**src/rtl/counter_share_arbiter.sv**
```systemverilog
// Shared W-bit counter serving N requesters through a round-robin arbiter.
// One granted op per cycle; the pre-op value and wrap flag are returned one cycle later.
module counter_share_arbiter #(
    parameter int N = 4,
    parameter int W = 32
) (
    input  logic           clk,
    input  logic           reset,
    input  logic           io_en,
    input  logic [N-1:0]   io_req_valid,
    input  logic [2*N-1:0] io_req_op,
    input  logic [W*N-1:0] io_req_data,
    output logic [N-1:0]   io_req_ready,
    output logic           io_resp_valid,
    output logic [1:0]     io_resp_id,
    output logic [W-1:0]   io_resp_data,
    output logic           io_resp_wrap,
    output logic [W-1:0]   io_count
);

    typedef enum logic [1:0] {
        OP_INC  = 2'b00,
        OP_ADD  = 2'b01,
        OP_LOAD = 2'b10,
        OP_READ = 2'b11
    } op_t;

    logic [W-1:0] cnt;
    logic [1:0]   ptr;
    logic         resp_valid;
    logic [1:0]   resp_id;
    logic [W-1:0] resp_data;
    logic         resp_wrap;

    logic [1:0]   op_arr [N];
    logic [W-1:0] data_arr [N];
    logic         grant_found;
    logic [1:0]   grant_idx;
    logic [1:0]   cand;
    logic         transfer;
    op_t          sel_op;
    logic [W-1:0] sel_data;
    logic [W:0]   result;

    always_comb begin
        for (int i = 0; i < N; i++) begin
            op_arr[i]   = io_req_op[2*i +: 2];
            data_arr[i] = io_req_data[W*i +: W];
        end
    end

    // Search starts at ptr so the most recently served requester goes to the back of the line.
    always_comb begin
        grant_found = 1'b0;
        grant_idx   = '0;
        cand        = '0;
        for (int k = 0; k < N; k++) begin
            cand = ptr + 2'(k);
            if (!grant_found && io_req_valid[cand]) begin
                grant_found = 1'b1;
                grant_idx   = cand;
            end
        end
    end

    assign transfer     = io_en && !reset && grant_found;
    assign io_req_ready = transfer ? (N'(1) << grant_idx) : '0;
    assign sel_op       = op_t'(op_arr[grant_idx]);
    assign sel_data     = data_arr[grant_idx];

    // One extra bit carries the INC/ADD overflow; LOAD and READ leave it clear.
    always_comb begin
        result = {1'b0, cnt};
        case (sel_op)
            OP_INC:  result = {1'b0, cnt} + {{W{1'b0}}, 1'b1};
            OP_ADD:  result = {1'b0, cnt} + {1'b0, sel_data};
            OP_LOAD: result = {1'b0, sel_data};
            default: result = {1'b0, cnt};
        endcase
    end

    always_ff @(posedge clk) begin
        if (reset) begin
            cnt        <= '0;
            ptr        <= '0;
            resp_valid <= 1'b0;
            resp_id    <= '0;
            resp_data  <= '0;
            resp_wrap  <= 1'b0;
        end else begin
            resp_valid <= transfer;
            if (transfer) begin
                cnt       <= result[W-1:0];
                ptr       <= grant_idx + 2'd1;
                resp_id   <= grant_idx;
                resp_data <= cnt;
                resp_wrap <= result[W];
            end
        end
    end

    assign io_resp_valid = resp_valid;
    assign io_resp_id    = resp_id;
    assign io_resp_data  = resp_data;
    assign io_resp_wrap  = resp_wrap;
    assign io_count      = cnt;

endmodule

```
**config.mk**
```make
export PLATFORM = sky130hd
export DESIGN_NAME = counter_share_arbiter
export DESIGN_NICKNAME = d
export VERILOG_FILES = /design/src/rtl/counter_share_arbiter.sv
export SDC_FILE = /design/constraint.sdc
export NUM_CORES = 1
export LEC_CHECK = 0
export CAP_MARGIN = 10
export CELL_PAD_IN_SITES_DETAIL_PLACEMENT = 1
export CELL_PAD_IN_SITES_GLOBAL_PLACEMENT = 1
export CORE_ASPECT_RATIO = 0.5
export CORE_MARGIN = 2
export CORE_UTILIZATION = 30
export DETAILED_ROUTE_END_ITERATION = 7
export PLACE_DENSITY = 0.9
export SETUP_SLACK_MARGIN = 0.15
export SYNTH_ARGS = -nofsm -noshare
export SYNTH_HDL_FRONTEND = slang
export SYNTH_SLANG_ARGS = --single-unit
```
**constraint.sdc**
```tcl
create_clock -name clk -period 7.3 [get_ports clk]
set_clock_uncertainty 0.15 [all_clocks]
set_input_delay 1.825 -clock clk [delete_from_list [all_inputs] [get_ports clk]]
set_output_delay 1.825 -clock clk [all_outputs]
set_load 0.005 [all_outputs]
```
==> results.json <==
{
  "outcome": "finished, final reports clean",
  "yosysTopAreaCell": "dfxtp_1",
  "synthTopCellsByArea": "dfxtp_1 (24%), nand2_1 (11%), ha_1 (7.7%)",
  "final_core_util_pct": 44.2,
  "start_util_pct": 30.3,
  "synth_top_area_share_pct": 24.0,
  "first_global_vias": 7147,
  "hpwl_um": 18900,
  "grt_max_degree": 71,
  "vias": 6789,
  "cts_tree": "done",
  "clk_latency_ps": 360,
  "dpl_worst_slack_ps": 385,
  "cp.required_ps": 7330,
  "layout.nets": 1184,
  "cts_buffer_depth": 2,
  "fin_ws_ps": 556,
  "cts-buffers-inserted": 9,
  "critPathKind": "in2reg",
  "routedWlPerCell_um": 19.5,
  "powerDensity_nw_per_um2": 193,
  "root_buffer": "clkbuf_16",
  "ctsHoldBuffers": 0,
  "via_per_inst": 5.32,
  "dp_cells": 1259,
  "postCtsSetupBuffers": 0,
  "fin_cells": 1276,
  "fp-row-count": 36,
  "crit_arrival_ps": 6770,
  "ir_drop_v": 0.000133,
  "final_cell_mix": "clkdlybuf4s50_1 (213), nand2_1 (172), nor2_1 (93)",
  "cts.sinks": 70,
  "final.setup.tns_ps": 0,
  "post_cts_resized": 0,
  "max-cap-violations": 0,
  "hp-class": "reg2reg",
  "crit_fanout": 19,
  "rr_worst_depth": 17,
  "async_reset_ff_share_pct": 0,
  "grt_pass1_wl_um": 38700,
  "power_mw": 1.65,
  "syn_area_per_cell_um2": 7.19,
  "drc": 0,
  "die_x_um": 201,
  "fp.dieArea_um2": 20700,
  "start_kind": "input port",
  "rsz0062_at_grt": "false",
  "hold_viol_final": 0,
  "holdWs_ps": 302,
  "port_buffers": 214,
  "post_synth_num_cell_types": 64,
  "syn_area_um2": 5850,
  "whs_path_depth": 2,
  "ys_ff_latch": 70,
  "drive_above_1_share_pct": 7.63,
  "yosysWarningCount": 0,
  "layout_commonest_cell": "clkdlybuf4s50_1",
  "clk_pin_slew_ps": 60,
  "syn2layout_area_growth_pct": 45.8,
  "setup_violations": 0,
  "synthCells": 814,
  "max_freq_mhz": 148,
  "wl_um": 24900,
  "grt-ovfl-total": 0,
  "fillers": 2372,
  "ant_nets": 0,
  "synth_fp_nets": 994,
  "drtIter0Drc": 382,
  "final.period_utilization_pct": 92.4,
  "dieHeight_um": 103,
  "place_area_um2": 8220,
  "core_um2": 19300,
  "synth_ff_type": "dfxtp_1",
  "worst_pin_slew_ps": 1080,
  "routabilityCongestion": 0.915,
  "first_pass_iters": 4,
  "track_usage_pct": 23.8,
  "io_pins": 215,
  "antenna_found_initial": 0,
  "max_slew_margin_pct": 27.8,
  "report.final.slew_viol_count": 0,
  "h-tree-depth": 3,
  "end_kind": "flop",
  "p_leak_nw": 3.37,
  "min_period_ps": 6740,
  "fin_area_um2": 8530,
  "synth_edf_count": 0,
  "synth_seq_area_share_pct": 24.0
}
[flip-flops by register name, indices dropped and copies added (netlist names)]
register       flops
io_count          32
io_resp_data      32
io_resp_id         2
ptr                2
io_resp_valid      1
io_resp_wrap       1
[worst paths after layout]
path                                    to                     startpoint  slack [ps]
max              io_count[23]$_SDFFE_PP0P_                io_req_valid[1]         560
min          io_resp_data[24]$_SDFFE_PP0P_  io_resp_data[24]$_SDFFE_PP0P_         300
min reg2reg  io_resp_data[24]$_SDFFE_PP0P_  io_resp_data[24]$_SDFFE_PP0P_         300
max reg2reg      io_count[23]$_SDFFE_PP0P_            ptr[1]$_SDFFE_PP0P_        2200
[critical path, cell delays in order]
cell             delay, ps
clkdlybuf4s50_1        620
nor2b_2                110
o2bb2ai_1              160
or2_1                  280
buf_4                  230
and3_4                 180
nor2_2                 430
or3_1                  260
inv_1                   60
ha_1                   290
a211oi_1               320
nor2_1                 170
a2111oi_2              620
nor2_1                 270
a21boi_1               350
o21ai_0                170
a211oi_1               280
a211oi_1               120
[layout make-up]
type / count / area, um2 / share of cell area (%)
multi-input cells: 685 / 4200 / 49.3
repair buffers: 228 / 2240 / 26.3
flip-flops and latches: 70 / 1400 / 16.4
well taps: 266 / 333 / 3.90
clock buffers: 11 / 253 / 2.96
clock inverters: 5 / 57.6 / 0.675
inverters: 10 / 37.5 / 0.440
diodes: 1 / 2.50 / 0.0293
[synth_stat cells, types with 9 or more instances]
library cell	n
a211oi_1	15
a21o_1	14
a21oi_1	70
and3_1	10
buf_2	10
clkbuf_1	31
dfxtp_1	70
ha_1	36
mux2_2	16
mux2i_1	36
nand2_1	172
nand3_1	44
nor2_1	93
nor3_1	13
o21ai_0	27
o21ai_1	9
xnor2_1	10
xor2_1	11
[routing by layer]
metal	part of all wire, %	global-route usage (%)	vias up	routed length, um
met2	49	42.7	157	12200
met4	1.9	7.58	0	486
met5	0	0	-	0
met1	45	29.3	3324	11200
li1	-	-	3267	-
met3	3.9	4.39	41	982
[cell families (layout without fill, tap and decap cells)]
logic type | count (synthesis) | in the layout | share of synthesized area, %
and+or+nand+nor | 376 | 376 | 28.6
buffers and inverters | 59 | 254 | 4.38
other | 0 | 1 | 0
adders and majority gates | 37 | 37 | 8.04
xor gates and xnor gates | 21 | 21 | 3.14
AOI/OAI and AO/OA | 199 | 199 | 22.7
muxes | 52 | 52 | 9.24
DFF | 70 | 70 | 24.0
[power breakdown]
part	switching (mW)	internal, mW	total (mW)
clock	0.192	0.283	0.475
sequential	0.0339	0.413	0.446
combinational	0.403	0.321	0.724
Note: power is estimated with default switching activity, not from simulation.
==> RTL change 1, RTL diff (same settings) <==
`W`: 32 -> 48.
--- a/src/rtl/counter_share_arbiter.sv
+++ b/src/rtl/counter_share_arbiter.sv
@@ -2,7 +2,7 @@
 // One granted op per cycle; the pre-op value and wrap flag are returned one cycle later.
 module counter_share_arbiter #(
     parameter int N = 4,
-    parameter int W = 32
+    parameter int W = 48
 ) (
     input  logic           clk,
     input  logic           reset,
Interface: changed (resized io_count, io_req_data and io_resp_data); port bits go from 215 to 311. No check against the original RTL was run, so the function may have changed too.
==> RTL change 1 against the original RTL <==
First-iteration DRC count rose by 72%; sequential cell count rose by 32; sequential power rose by 57%; total power rose by 55%; area after synthesis rose by 53%; critical path type unchanged; design area rose by 49%; worst setup slack got worse by 0.15 ns; synthesized cell count rose by 62%; combinational power rose by 82%; worst hold slack barely moved; sequential share of layout area fell by 0.34 points; wire length rose by 63%; largest power group unchanged.
==> RTL change 1: results (changes against the original RTL) <==
- Status: complete, no violations
- Synth unique cells: 83 (+30%)
- Slew @ Worst Pin: 0.935 ns (-0.148 ns)
- CP Max Fanout: 38 (+19)
- Setup bufs post-CTS: 0 (unchanged)
- All-layer global routing usage: 25.6% (+1.8 points)
- Post-Synth XOR/XNOR Area: 4.01% (+0.87 points)
- Fill cell total of the finished layout: 3,655 (+54%)
- Cell depth of the worst flop-to-flop path: 18 (+1)
- Detailed Route Iter0 Violations: 657 (+72%)
- Synth top area cells: dfxtp_1, nand2_1, nor2_1
- Most frequent cells after synthesis: nand2_1, nor2_1, a21oi_1
- Post-synthesis mux area share: 4.31% (-4.9 points)
- RR Endpoint: io_count[36]$_SDFFE_PP0P_
- Clock transition at path regs: roughly 0.07 ns
- Synth Area per Inst: 6.80 um2 (-5.4%)
- Synth Area in Compound Gates: 27.1% (+4.4 points)
- Share of cells above drive strength 1: 5.28% (-2.4 points)
- Adder-Cell Fraction of Synth Area: 7.49% (-0.55 points)
- Top FF cell, synth: dfxtp_1
- Antenna violations before repair: 1 (+1)
- Dpl cells: 1,948 (+55%)
- Vias in the first global route: 11.0k (+54%)
- Maximum VDD drop: 0.123 mV (-7.1%)
- First-pass GRT wire length: 62,800 um (+62%)
- Routability cong.: 0.955 (+4.4%)
- Leakage: 5.00 nW (+48%)
- Critical path's slowest cell: clkdlybuf4s50_1
- Clk buf depth: 2 (unchanged)
- Vias/cell: 5.46 (+2.7%)
- Async SR Flop Fraction: 0% (unchanged)
- Hold EP: io_resp_data[33]$_SDFFE_PP0P_
- Largest net degree at the start of global routing: 97 (+37%)
- Hold Startpoint: io_resp_data[33]$_SDFFE_PP0P_
- Worst r2r src: ptr[0]$_SDFFE_PP0P_
- Routed WL: 40,600 um (+63%)
- CP peak stage delay: 0.58 ns (-0.04 ns)
- Syn_nets: 1,576 (+59%)
- TritonRoute pass-1 iters: 5 (+1)
- Nets: 1,828 (+54%)
- Root Buffer: clkbuf_16
- HPWL after DPL: 31,200 um (+66%)
- PortBufs: 310 (+45%)
- Post-synthesis sequential area ratio: 22.8% (-1.1 points)
- ANT cells: 0 (-1)
- Non-Filler Instances: 1,964 (+54%)
- CTS Buf Count: 9 (unchanged)
- Min-delay worst type: flip-flop to flip-flop
- Reg-to-reg slack, setup: 2.05 ns (-0.15 ns)
RTL change 1: repair_timing:
action                                  in CTS  in global routing
hold buffers                                 0                  0
endpoints found under the setup margin       0                 10
hold endpoints to repair                     0                  0
gates resized for setup                      0                  2
RTL change 1: logic make-up after synthesis:
group,after synthesis
buf+inv,117
xor+xnor,41
flops,102
compound gates,378
fa+ha+maj,53
mux,37
simple gates,588
RTL change 1: where the power goes:
group	internal (mW)	switching (mW)	total (mW)
Combinational	0.569	0.746	1.32
Sequential	0.622	0.0757	0.698
Clock	0.311	0.233	0.544
RTL change 1: metal layers:
| metal | GRT usage [%] | vias up | part of all wire, % | routed length (um) |
|---|---|---|---|---|
| met1 | 32.4 | 5227 | 44 | 18000 |
| met2 | 43.8 | 294 | 48 | 19500 |
| met3 | 4.94 | 58 | 5.4 | 2180 |
| met4 | 7.70 | 0 | 2.5 | 1010 |
| met5 | 0 | - | 0 | 0 |
| li1 | - | 5151 | - | - |
RTL change 1: worst max-delay path by stage:
stage,from,endpoint
finish,io_req_valid[3],io_count[36]$_SDFFE_PP0P_
global route,io_req_valid[3],io_count[30]$_SDFFE_PP0P_
CTS,io_req_valid[3],io_count[30]$_SDFFE_PP0P_
detailed placement,io_req_valid[0],io_count[44]$_SDFFE_PP0P_
global placement,io_req_valid[3],io_count[44]$_SDFFE_PP0P_
floorplan,io_req_valid[1],io_count[30]$_SDFFE_PP0P_
RTL change 1: critical path, delay by kind of cell:
kind,cells,cell delay (ns)
AND/OR/NAND/NOR,6,1.48
buffers and inverters,3,1.19
XOR/XNOR,1,0.12
adder cells (fa/ha/maj),2,0.67
AO/OA/AOI/OAI,6,1.70
RTL change 1: through the flow:
| step | hold WS [ns] | cell area (um2) | utilization [%] | setup WS [ns] | total power [mW] |
|---|---|---|---|---|---|
| 3_3_place_gp | 0.290 | 12400 | 42.4 | 0.137 | 1.97 |
| 6_report | 0.303 | 12700 | 43.5 | 0.410 | 2.56 |
| 3_5_place_dp | 0.296 | 12400 | 42.4 | 0.0574 | 2.00 |
| 5_1_grt | 0.321 | 12700 | 43.5 | 0.133 | 2.71 |
| 4_1_cts | 0.306 | 12700 | 43.5 | 0.352 | 2.55 |
| 2_1_floorplan | 0.298 | 8950 | - | 1.39 | 1.46 |
RTL change 1: area by class of cell:
cell class	count	area, um2	share of cell area, %
multi-input combinational	1097	6430	50.6
timing repair buffer	334	3320	26.1
sequential	102	2040	16.1
tap	391	489	3.85
clock buffer	11	243	1.91
inverter	24	91.3	0.720
clock inverter	5	82.6	0.651
==> RTL change 2, RTL diff (same flow settings) <==
Made on the original files. Reset style: asynchronous (`reset`), changed in one clocked block.
--- a/src/rtl/counter_share_arbiter.sv
+++ b/src/rtl/counter_share_arbiter.sv
@@ -79,7 +79,7 @@
         endcase
     end
 
-    always_ff @(posedge clk) begin
+    always_ff @(posedge clk or posedge reset) begin
         if (reset) begin
             cnt        <= '0;
             ptr        <= '0;
Formal check against the unedited RTL: differs if reset is asserted again (counterexample within 4 cycles, from zero or initial values and one cycle with reset high); with reset held inactive, the same outputs for 4 cycles.
==> RTL change 2 against the original RTL <==
Worst setup slack better by 0.20 ns; area after synthesis is 4.7% higher; wire length is 9.5% higher; register-to-register slack worse by 0.03 ns; die area is 4.6% higher; sequential cell count stayed put; design area is 3.2% higher.
Power is not compared: it rests on default switching activity, and its combinational part moved more than twofold at a synthesized area within 25%.
==> RTL change 2: results (changes against the original RTL) <==
- Status: complete, no violations
- All-layer global routing usage: 25.4% (+1.6 points)
- Sequential cell area share: 19.9% (+3.5 points)
- RR Endpoint: io_count[28]$_DFFE_PP0P_
- Top FF cell, synth: dfrtp_1
- Post-Place Setup Slack: 0.527 ns (+0.142 ns)
- Placed cell areas: 8480 um2 (+3.2%)
- Register area: 1750 um2 (+25%)
- Synth top area cells: dfrtp_1, nand2_1, ha_1
- Via count: 7,173 (+5.7%)
- TritonRoute pass-1 iters: 5 (+1)
- Fill cell total of the finished layout: 2,455 (+3.5%)
- Share of cells above drive strength 1: 4.54% (-3.1 points)
- Non-clock buffer count: 223 (-2.2%)
- Fin crit share: 89.6% (-2.8 points)
- Wirelength per Cell: 21.0 um (+7.3%)
- Slew @ Worst Pin: 1.27 ns (+0.188 ns)
- Most frequent cells after synthesis: nand2_1, dfrtp_1, a21oi_1
- Nets: 1,211 (+2.3%)
- Vias in the first global route: 7,523 (+5.3%)
- Syn_nets: 1,026 (+3.2%)
- Tot Pwr: 3.79 mW
- #MultiIn Comb: 706 (+3.1%)
- Post-Synthesis Cells: 846 (+3.9%)
- Cell depth of the worst flop-to-flop path: 15 (-2)
- Routability cong.: 0.943 (+3.1%)
- ANT cells: 0 (-1)
- Fraction of area in multi-input gates: 46.3% (-2.9 points)
- First-pass GRT wire length: 42,500 um (+9.8%)
- Signal inverters: 21 (+11)
- Reg-to-reg slack, setup: 2.17 ns (-0.03 ns)
- CP Max Fanout: 68 (+49)
==> RTL change 2: changes by cell type after synthesis, moves of 36 or more <==
cell and delta:
nand2_1 +96, dfrtp_1 +70, dfxtp_1 -70, nor2_1 -56
and3_1 +45, nand3_1 -36
==> RTL change 2: how the worst min path moves through the flow <==
stage,from,endpoint,slack [ns],cells past startpoint
floorplan,io_resp_data[29]$_DFFE_PP0P_,io_resp_data[29]$_DFFE_PP0P_,0.32,2
global placement,io_resp_data[14]$_DFFE_PP0P_,io_resp_data[14]$_DFFE_PP0P_,0.31,2
detailed placement,io_resp_data[24]$_DFFE_PP0P_,io_resp_data[24]$_DFFE_PP0P_,0.31,2
CTS,io_resp_data[24]$_DFFE_PP0P_,io_resp_data[24]$_DFFE_PP0P_,0.33,2
global route,io_resp_data[29]$_DFFE_PP0P_,io_resp_data[29]$_DFFE_PP0P_,0.36,2
finish,io_resp_data[13]$_DFFE_PP0P_,io_resp_data[13]$_DFFE_PP0P_,0.32,2
==> RTL change 2: worst max-delay path, delay by kind of cell <==
kind | cells | cell delay, ns
and+or+nand+nor | 3 | 0.93
muxes | 4 | 1.06
AOI/OAI and AO/OA | 6 | 1.58
buffers and inverters | 2 | 0.79
adders and majority gates | 1 | 0.47
==> RTL change 2: per-layer routing <==
| layer | up-vias | track usage [%] | wire (um) |
|---|---|---|---|
| li1 | 3336 | - | - |
| met5 | - | 0 | 0 |
| met1 | 3544 | 34.1 | 12400 |
| met4 | 0 | 8.42 | 803 |
| met2 | 237 | 40.8 | 12500 |
| met3 | 56 | 4.93 | 1580 |
==> RTL change 2: logic make-up after synthesis <==
kind of cell / synth area share, %
compound gates: 22.5
xor+xnor: 3.58
fa+ha+maj: 7.68
simple gates: 30.2
mux: 2.41
buf+inv: 5.09
flops: 28.6
